**src/rtl/if_fetch_pkg.sv**
```systemverilog
// Shared widths, constants and the fetch buffer entry type.
// Used by the instruction fetch stage and its buffer.
package if_fetch_pkg;

  localparam int INST_WIDTH = 32;
  localparam int ADDR_WIDTH = 32;

  localparam logic [ADDR_WIDTH-1:0] PC_STEP   = 32'd4;
  localparam logic [INST_WIDTH-1:0] ZERO_WORD = 32'h0;

  typedef struct packed {
    logic [ADDR_WIDTH-1:0] addr;
    logic [INST_WIDTH-1:0] inst;
  } fetch_entry_t;

endpackage

```
**src/rtl/if_fetch_fifo.sv**
```systemverilog
// Instruction buffer: sync push/pop/flush, count, full/empty.
// Head reads as all-zero whenever the buffer is empty.
module if_fetch_fifo
  import if_fetch_pkg::*;
#(
  parameter int DEPTH = 2,
  localparam int PW   = $clog2(DEPTH),
  localparam int CW   = PW + 1
) (
  input  logic         clk,
  input  logic         rst_n,
  input  logic         flush,
  input  logic         push,
  input  logic         pop,
  input  fetch_entry_t wdata,
  output fetch_entry_t rdata,
  output logic [CW-1:0] count,
  output logic         full,
  output logic         empty
);

  fetch_entry_t    mem [DEPTH];
  logic [PW-1:0]   wptr;
  logic [PW-1:0]   rptr;
  logic            do_push;
  logic            do_pop;

  assign full  = (count == CW'(DEPTH));
  assign empty = (count == '0);

  assign do_pop  = pop && !empty && !flush;
  assign do_push = push && !flush && (!full || do_pop);

  assign rdata = empty ? '0 : mem[rptr];

  always_ff @(posedge clk) begin
    if (do_push) begin
      mem[wptr] <= wdata;
    end
  end

  always_ff @(posedge clk or negedge rst_n) begin
    if (!rst_n) begin
      wptr  <= '0;
      rptr  <= '0;
      count <= '0;
    end else if (flush) begin
      wptr  <= '0;
      rptr  <= '0;
      count <= '0;
    end else begin
      if (do_push) begin
        wptr <= wptr + 1'b1;
      end
      if (do_pop) begin
        rptr <= rptr + 1'b1;
      end
      unique case ({do_push, do_pop})
        2'b10:   count <= count + 1'b1;
        2'b01:   count <= count - 1'b1;
        default: count <= count;
      endcase
    end
  end

endmodule

```
**src/rtl/if_fetch.sv**
```systemverilog
// Fetch stage: PC, redirect handling and instruction buffer.
// Optional trap on misaligned jump via IF_FETCH_MISALIGN_TRAP_EN.
module if_fetch
  import if_fetch_pkg::*;
#(
  parameter logic [31:0] RESET_PC  = 32'h0000_0000,
  parameter int          BUF_DEPTH = 2
) (
  input  logic                  clk,
  input  logic                  rst_n,
  output logic [ADDR_WIDTH-1:0] inst_addr_o,
  input  logic [INST_WIDTH-1:0] inst_i,
  input  logic                  jump_en_i,
  input  logic [ADDR_WIDTH-1:0] jump_addr_i,
  output logic                  if_valid_o,
  input  logic                  id_ready_i,
  output logic [INST_WIDTH-1:0] if_inst_o,
  output logic [ADDR_WIDTH-1:0] if_inst_addr_o,
  output logic                  misalign_o
);

  localparam int CW = $clog2(BUF_DEPTH) + 1;

  logic [ADDR_WIDTH-1:0] pc;
  logic [ADDR_WIDTH-1:0] jump_target;
  logic                  fetch_hold;
  logic                  push;
  logic                  pop;
  logic                  full;
  logic                  empty;
  logic [CW-1:0]         count;
  fetch_entry_t          wdata;
  fetch_entry_t          head;

  assign inst_addr_o = pc;
  assign if_valid_o  = !empty;

  // Jump beats everything: no pop, no push, buffer flushed.
  assign pop  = if_valid_o && id_ready_i && !jump_en_i;
  assign push = !jump_en_i && !fetch_hold && (!full || pop);

  assign wdata.addr = pc;
  assign wdata.inst = inst_i;

  assign if_inst_o      = head.inst;
  assign if_inst_addr_o = head.addr;

`ifdef IF_FETCH_MISALIGN_TRAP_EN
  logic misalign_q;

  always_ff @(posedge clk or negedge rst_n) begin
    if (!rst_n) begin
      misalign_q <= 1'b0;
    end else if (jump_en_i) begin
      misalign_q <= |jump_addr_i[1:0];
    end
  end

  assign jump_target = jump_addr_i;
  assign fetch_hold  = misalign_q;
  assign misalign_o  = misalign_q;

  logic unused_bits;
  assign unused_bits = ^count;
`else
  assign jump_target = {jump_addr_i[ADDR_WIDTH-1:2], 2'b00};
  assign fetch_hold  = 1'b0;
  assign misalign_o  = 1'b0;

  logic unused_bits;
  assign unused_bits = ^{jump_addr_i[1:0], count};
`endif

  always_ff @(posedge clk or negedge rst_n) begin
    if (!rst_n) begin
      pc <= RESET_PC;
    end else if (jump_en_i) begin
      pc <= jump_target;
    end else if (push) begin
      pc <= pc + PC_STEP;
    end
  end

  if_fetch_fifo #(
    .DEPTH (BUF_DEPTH)
  ) u_fifo (
    .clk   (clk),
    .rst_n (rst_n),
    .flush (jump_en_i),
    .push  (push),
    .pop   (pop),
    .wdata (wdata),
    .rdata (head),
    .count (count),
    .full  (full),
    .empty (empty)
  );

endmodule

```
**config.mk**
```make
export PLATFORM = sky130hd
export DESIGN_NAME = if_fetch
export DESIGN_NICKNAME = d
export VERILOG_FILES = /design/src/rtl/if_fetch_pkg.sv /design/src/rtl/if_fetch_fifo.sv /design/src/rtl/if_fetch.sv
export SDC_FILE = /design/constraint.sdc
export NUM_CORES = 1
export LEC_CHECK = 0
export ABC_AREA = 1
export BUFFER_PORTS_ARGS = -buffer_cell sky130_fd_sc_hd__buf_2
export CAP_MARGIN = 30
export CORE_MARGIN = 4
export CORE_UTILIZATION = 35
export DETAILED_ROUTE_END_ITERATION = 6
export GPL_ROUTABILITY_DRIVEN = 0
export PLACE_DENSITY = 0.64
export REMOVE_ABC_BUFFERS = 1
export SKIP_LAST_GASP = 1
export SYNTH_ARGS = -nofsm -noshare
export SYNTH_HDL_FRONTEND = slang
export SYNTH_HIERARCHICAL = 1
export SYNTH_SLANG_ARGS = --single-unit
```
**constraint.sdc**
```tcl
create_clock -name clk -period 12.74 [get_ports clk]
set_input_delay 1.274 -clock clk [delete_from_list [all_inputs] [get_ports clk]]
set_output_delay 1.274 -clock clk [all_outputs]
set_load 0.05 [all_outputs]
```
==> summary.md, run 1 <==
| Metric | Value |
|---|---|
| H-tree Lvls | 4 |
| Max-Cap Viols | 0 |
| Die area | 23400 um^2 |
| Routed wire length | 18600 um |
| Inst Count DP | 1156 |
| Number of synthesized flops with an enable pin | 128 |
| Worst R2R Start | u_fifo/count[1] |
| Worst hold path type | register to register |
| Die width | 153 um |
| R2r setup slk | 9.43 ns |
| Slew Limit Fails | 0 |
| RR Endpoint | u_fifo/mem[0][62] |
| CP Data Required Time | 12.77 ns |
| Cell variety after synth | 33 |
| Hpwl dp | 11900 um |
| Setup Buffers After CTS | 0 |
| Hold endpoint | u_fifo/mem[1][63] |
| Layout area overhead | 22.0% |
| Largest net degree at the start of global routing | 68 |
| Setup Total Neg Slack | 0 ns |
| Power Dens Cells | 188 nW/um^2 |
| Synth warn | 6 |
| CTS Buffer Depth | 2 |
| Number of global-route vias before repair | 5516 |
| Placed cell area | 8340 um^2 |
| Worst Clk Skew | 0.00994 ns |
| Final Util | 43.8% |
| Total CTS buffers | 17 |
| CTS tree | built |
| Die Y | 153 um |
| Setup Viol. Count Final | 0 |
| Min-Delay Path Depth | 0 |
| Layout cell share with drive strength beyond 1 | 25.1% |
| Antenna violations before repair | 1 |
| Via count | 5610 |
| Fmax | 250 MHz |
| Post-route cell area | 8950 um^2 |
| Routed Antenna Nets | 0 |
| Worst-case reg-to-reg path depth | 13 |
| Crit Path Class | primary input to register |
| DRT Pass-1 Iters | 5 |
| Worst Min Path Start | inst_addr_o[31] |
| RSZ-0062 raised after global routing | no |
| Hold Fails Final Rpt | 0 |
| Seq/Total Area, Yosys | 64.0% |
| Top-Level Pins | 166 |
| Critical Path Start | jump_en_i |
| Final Worst Setup Slack | 8.74 ns |
| Final hold slack | 0.564 ns |
| Slew @ Worst Pin | 0.933 ns |
| Minimum clock period after layout | 4.00 ns |
| Non-filler cells, final | 1190 |
| Filler Cell Count | 1941 |
| Peak fanout along the critical path | 64 |
| Skew-Pair Late Insertion Delay | 0.42 ns |
| Starting Density | 35.9% |
| Commonest non-fill, non-tap cells in the layout | nand2_1 (260), buf_2 (160), edfxtp_1 (128) |
| Sink Count | 162 |
| Slew headroom | 37.8% |
| P_leak | 3.82 nW |
| Total core area | 20400 um^2 |
| Power Total | 1.68 mW |
| Synth Area per Inst | 9.83 um^2 |
| # port buffers | 160 |
| Period Utilization, post-route | 31.4% |
| Critical path startpoint category | primary input |
| Synth async-reset ratio | 21.0% |
| Clock root buffer master | clkbuf_16 |
| DRC Markers | 0 |
| Pre-CTS setup slack | 8.30 ns |
| Setup crit end kind | register |
| CP arrival | 4.04 ns |
| GRT Residual Overflow | 0 |
| FP Rows | 52 |
| Clk pin slew, worst setup/hold paths | 0.07 ns |
| Status | complete, no violations |
| Yosys reg bits | 162 |
| Global-route wire length before repair | 29900 um |
| Total GRT Usage | 16.2% |
| Post-cts gate resize count | 0 |
| Post-Syn Instances | 747 |
| Cts-stage hold buffer count | 0 |
| Post-DR wirelength/cell | 15.6 um |
| VDD IR max | 0.0000803 V |
| Commonest non-fill, non-tap cell in the layout | nand2_1 |
| Main synth FF type | edfxtp_1 |
| Final #Nets | 974 |
| Drt via density | 4.71 |
| Mapped Area | 7340 um^2 |
| Starting DRC count in detailed routing | 288 |
## synthesized netlist by cell type (all sizes together) (2+ instances only)
cell	number	share of area, %
a21oi	71	4.9
o21bai	2	0.20
xor2	2	0.24
o211ai	4	0.41
edfxtp	128	52
nor3	5	0.34
a31oi	2	0.17
clkbuf	4	0.20
nand4	5	0.43
o21ai	24	1.7
inv	60	3.1
xnor2	2	0.24
dfrtp	34	12
nand2	268	14
buf	28	2.7
nor2	53	3.5
nand3	49	3.4
## how the worst max path moves through the flow
stage | end | cells after the start
after floorplan | u_fifo/mem[1][0] | 8
after global placement | u_fifo/mem[0][28] | 11
after detailed placement | u_fifo/mem[0][0] | 11
after CTS | u_fifo/mem[0][42] | 11
after global routing | u_fifo/mem[0][9] | 11
final | u_fifo/mem[0][62] | 11
## final cells by class
class                   count  area, um^2  area share, %
clock buffers              23         458           5.11
clock inverters             9         155           1.73
flip-flops and latches    162        4700           52.4
repair buffers            165         838           9.36
multi-input cells         499        2240           25.0
diodes                      2        5.00         0.0559
inverters                  60         225           2.52
well taps                 270         338           3.77
## registers in the layout, summed over array words and instances (netlist names)
| name | count |
|---|---|
| u_fifo/mem | 128 |
| u_fifo/count | 2 |
| u_fifo/rptr | 1 |
| u_fifo/wptr | 1 |
| inst_addr_o | 30 |
## power breakdown
part	internal (mW)	total [mW]	switching, mW
sequential	0.633	0.679	0.0465
clock	0.334	0.529	0.195
combinational	0.0964	0.475	0.378
## worst max-delay path, stage by stage
cell and delay [ns]:
buf_2 0.34, o21ai_2 0.37, nand2_2 0.22, inv_2 0.31, inv_1 0.16, nor2_1 0.15
o21ai_1 0.14, nand2_1 0.11, nand3_1 0.12, inv_2 0.07, buf_4 0.70
## routing by layer
layer | vias up | track usage [%] | part of all wire (%)
met2 | 161 | 26.5 | 48
met3 | 13 | 4.18 | 5.7
met1 | 2628 | 21.6 | 45
met4 | 0 | 4.67 | 1.4
met5 | - | 0 | 0
li1 | 2808 | - | -
## logic make-up (layout without fill, tap and decap cells)
| family | count (synthesis) | after routing | share of synthesized area, % |
|---|---|---|---|
| flops | 162 | 162 | 64.0 |
| buf+inv | 92 | 257 | 5.95 |
| compound gates | 106 | 106 | 7.67 |
| xor+xnor | 4 | 4 | 0.477 |
| other cells | 1 | 9 | 0.0511 |
| simple gates | 381 | 381 | 21.7 |
| fa+ha+maj | 1 | 1 | 0.170 |
No activity file was read; power rests on OpenSTA's default activity.
==> inputs of run 2 (changes only) <==
--- a/config.mk
+++ b/config.mk
@@ -5,14 +5,14 @@
 export SDC_FILE = /design/constraint.sdc
 export NUM_CORES = 1
 export LEC_CHECK = 0
-export ABC_AREA = 1
+export ABC_AREA = 0
 export BUFFER_PORTS_ARGS = -buffer_cell sky130_fd_sc_hd__buf_2
 export CAP_MARGIN = 30
 export CORE_MARGIN = 4
 export CORE_UTILIZATION = 35
 export DETAILED_ROUTE_END_ITERATION = 6
 export GPL_ROUTABILITY_DRIVEN = 0
-export PLACE_DENSITY = 0.64
+export PLACE_DENSITY = 0.66
 export REMOVE_ABC_BUFFERS = 1
 export SKIP_LAST_GASP = 1
 export SYNTH_ARGS = -nofsm -noshare
==> constraint.sdc (replaced) <==
create_clock -name clk -period 3.4 [get_ports clk]
set_input_delay 0.34 -clock clk [delete_from_list [all_inputs] [get_ports clk]]
set_output_delay 0.34 -clock clk [all_outputs]
set_load 0.05 [all_outputs]
==> summary.md, run 2 <==
| Metric | Value |
|---|---|
| Synth Area per Inst | 13.4 um^2 |
| RR Endpoint | u_fifo/mem[1][15] |
| Critical path startpoint category | register |
| Synth Area in Compound Gates | 6.30% |
| Die width | 149 um |
| Top delay family on crit path | simple AND/OR/NAND/NOR gates |
| Total CTS buffers | 17 |
| Number of synthesized flops with an enable pin | 128 |
| Status | complete, no violations |
| Fmax | 392 MHz |
| Yosys top cell area share | 54.9% |
| Synth async-reset ratio | 21.0% |
| Cell variety after synth | 43 |
| Setup Buffers After CTS | 0 |
| Number of global-route vias before repair | 4370 |
| Slew headroom | 40.1% |
| Global-route wire length before repair | 24200 um |
| Cts-stage hold buffer count | 0 |
| Filler Cell Count | 1833 |
| Layout area overhead | 24.1% |
| Worst-case reg-to-reg path depth | 6 |
| CP Data Required Time | 3.48 ns |
| Slew @ Worst Pin | 0.897 ns |
| RSZ-0062 raised after global routing | no |
| FP Rows | 51 |
| CTS tree | built |
| Skew-Pair Late Insertion Delay | 0.42 ns |
| Routed Antenna Nets | 0 |
| Setup crit end kind | register |
| H-tree Lvls | 4 |
| # port buffers | 160 |
| Final hold slack | 0.00202 ns |
| Period Utilization, post-route | 75.0% |
| Critical path buffer and inverter count | 1 |
| Worst R2R Start | u_fifo/count[1] |
| Post-Syn Instances | 523 |
| Mapped Area | 7010 um^2 |
| DRT Pass-1 Iters | 4 |
| Largest net degree at the start of global routing | 66 |
| Total core area | 19600 um^2 |
| Die area | 22300 um^2 |
| Post-DR wirelength/cell | 16.3 um |
| Worst hold path type | primary input to asynchronous set/reset pin |
| Synth area leaders | edfxtp_1 (55%), dfrtp_1 (12%), mux2i_1 (9.4%), nor2_1 (4.5%), buf_6 (1.9%) |
| Sink Count | 162 |
| R2r setup slk | 0.85 ns |
| Final Util | 44.4% |
| Synth warn | 6 |
| Top-Level Pins | 166 |
| Top reg by flops | u_fifo/mem |
| Max FFs per register | 128 |
| Total GRT Usage | 14.2% |
| Hpwl dp | 10600 um |
| Antenna violations before repair | 1 |
| DRC Markers | 0 |
| CP arrival | 2.64 ns |
| Peak fanout along the critical path | 50 |
| Via count | 4640 |
| Minimum clock period after layout | 2.55 ns |
| Post-synthesis simple-gate area fraction | 11.3% |
| Die Y | 149 um |
| Commonest non-fill, non-tap cells in the layout | buf_2 (160), edfxtp_1 (128), nor2_1 (83) |
| Synth Area in XOR/XNOR | 1.63% |
| Starting DRC count in detailed routing | 223 |
| Clock root buffer master | clkbuf_16 |
| CTS Buffer Depth | 2 |
| Max-Cap Viols | 0 |
| Crit Path Class | register to register |
| P_leak | 3.27 nW |
| Layout cell share with drive strength beyond 1 | 29.6% |
| Main synth FF type | edfxtp_1 |
| Worst Clk Skew | 0.00721 ns |
| Final #Nets | 755 |
| Slew Limit Fails | 0 |
| Critical path, cell by cell | nor2_4 -> or3b_4 -> a21oi_1 -> o21ai_2 -> nor3b_2 -> buf_12 |
| Max stage delay cell, worst path | dfrtp_1 |
| Post-Synth Adder-Cell Area | 0.179% |
| Routed wire length | 15700 um |
| Most common cell in the netlist | edfxtp_1 |
| Setup Viol. Count Final | 0 |
| Commonest non-fill, non-tap cell in the layout | buf_2 |
| CP max stage delay | 0.49 ns |
| Multiplexer area fraction after synthesis | 9.64% |
| Drt via density | 4.81 |
| Clk pin slew, worst setup/hold paths | 0.06 ns |
| VDD IR max | 0.000301 V |
| Main combinational cell family by area after synthesis | simple AND/OR/NAND/NOR gates |
| Post-cts gate resize count | 0 |
| Seq/Total Area, Yosys | 67.0% |
| Power Dens Cells | 617 nW/um^2 |
| Post-synth top area cell | edfxtp_1 |
| Hold Fails Final Rpt | 0 |
| GRT Residual Overflow | 0 |
| Antenna cells | 0 |
| Yosys reg bits | 162 |
| Commonest cells in the netlist | edfxtp_1 (128), nor2_1 (84), mux2i_1 (66) |
| Starting Density | 35.8% |
==> run 2: cell types whose count changed after synthesis, moves of 13 or more <==
cell     change
buf_2       -13
mux2i_1     +66
nand2_1    -233
nor2_1      +44
a21oi_1     -64
nand3_1     -39
inv_1       -39
==> run 2: final cells by class <==
type / instances / area [um^2] / share of cell area [%]
Clock inverter: 12 / 180 / 2.07
Inverter: 12 / 45.0 / 0.518
Clock buffer: 20 / 457 / 5.25
Tap cell: 265 / 332 / 3.82
Sequential cell: 162 / 4700 / 54.1
Multi-Input combinational cell: 325 / 2080 / 23.9
Timing Repair Buffer: 168 / 898 / 10.3
==> run 2: logic make-up (layout without fill, tap and decap cells) <==
| logic type | Yosys count | after routing |
|---|---|---|
| other | 1 | 7 |
| muxes | 67 | 67 |
| xor gates and xnor gates | 13 | 13 |
| and+or+nand+nor | 169 | 169 |
| AOI/OAI and AO/OA | 68 | 68 |
| buffers and inverters | 42 | 212 |
| DFF | 162 | 162 |
| adders and majority gates | 1 | 1 |
==> run 2: how the worst max path moves through the flow <==
| stage | startpoint | endpoint | slack, ns | cells after the start |
|---|---|---|---|---|
| final | u_fifo/count[1] | u_fifo/mem[1][15] | 0.85 | 6 |
| after floorplan | u_fifo/count[1] | u_fifo/mem[1][0] | -3.99 | 5 |
| after global routing | u_fifo/count[1] | u_fifo/mem[1][47] | 0.65 | 6 |
| after detailed placement | u_fifo/count[1] | u_fifo/mem[1][24] | 0.87 | 6 |
| after global placement | u_fifo/count[1] | u_fifo/mem[1][22] | 0.89 | 6 |
| after CTS | u_fifo/count[1] | u_fifo/mem[1][15] | 0.86 | 6 |
==> run 2: layer usage <==
layer / vias up / track usage (%) / wire length [um]
met5: - / 0 / 7
met4: 2 / 5.08 / 284
met3: 24 / 3.76 / 1040
met2: 149 / 23.1 / 7570
met1: 2195 / 18.3 / 6830
li1: 2270 / - / -
==> run 2: power breakdown <==
part	switching (mW)	internal (mW)
combinational	0.732	0.230
clock	0.736	1.27
sequential	0.107	2.28
==> run 2: per-stage QoR <==
step                power (mW)  TNS [ns]  instances  worst slack (ns)  cell area (um^2)
floorplan                 3.11   -507.30        499             -3.99              6800
global placement          3.40         0        932             0.889              8050
detailed placement        3.41         0        932             0.868              8050
CTS                       5.43         0        964             0.856              8690
global route              5.58         0        964             0.648              8690
finish                    5.36         0        964             0.849              8690
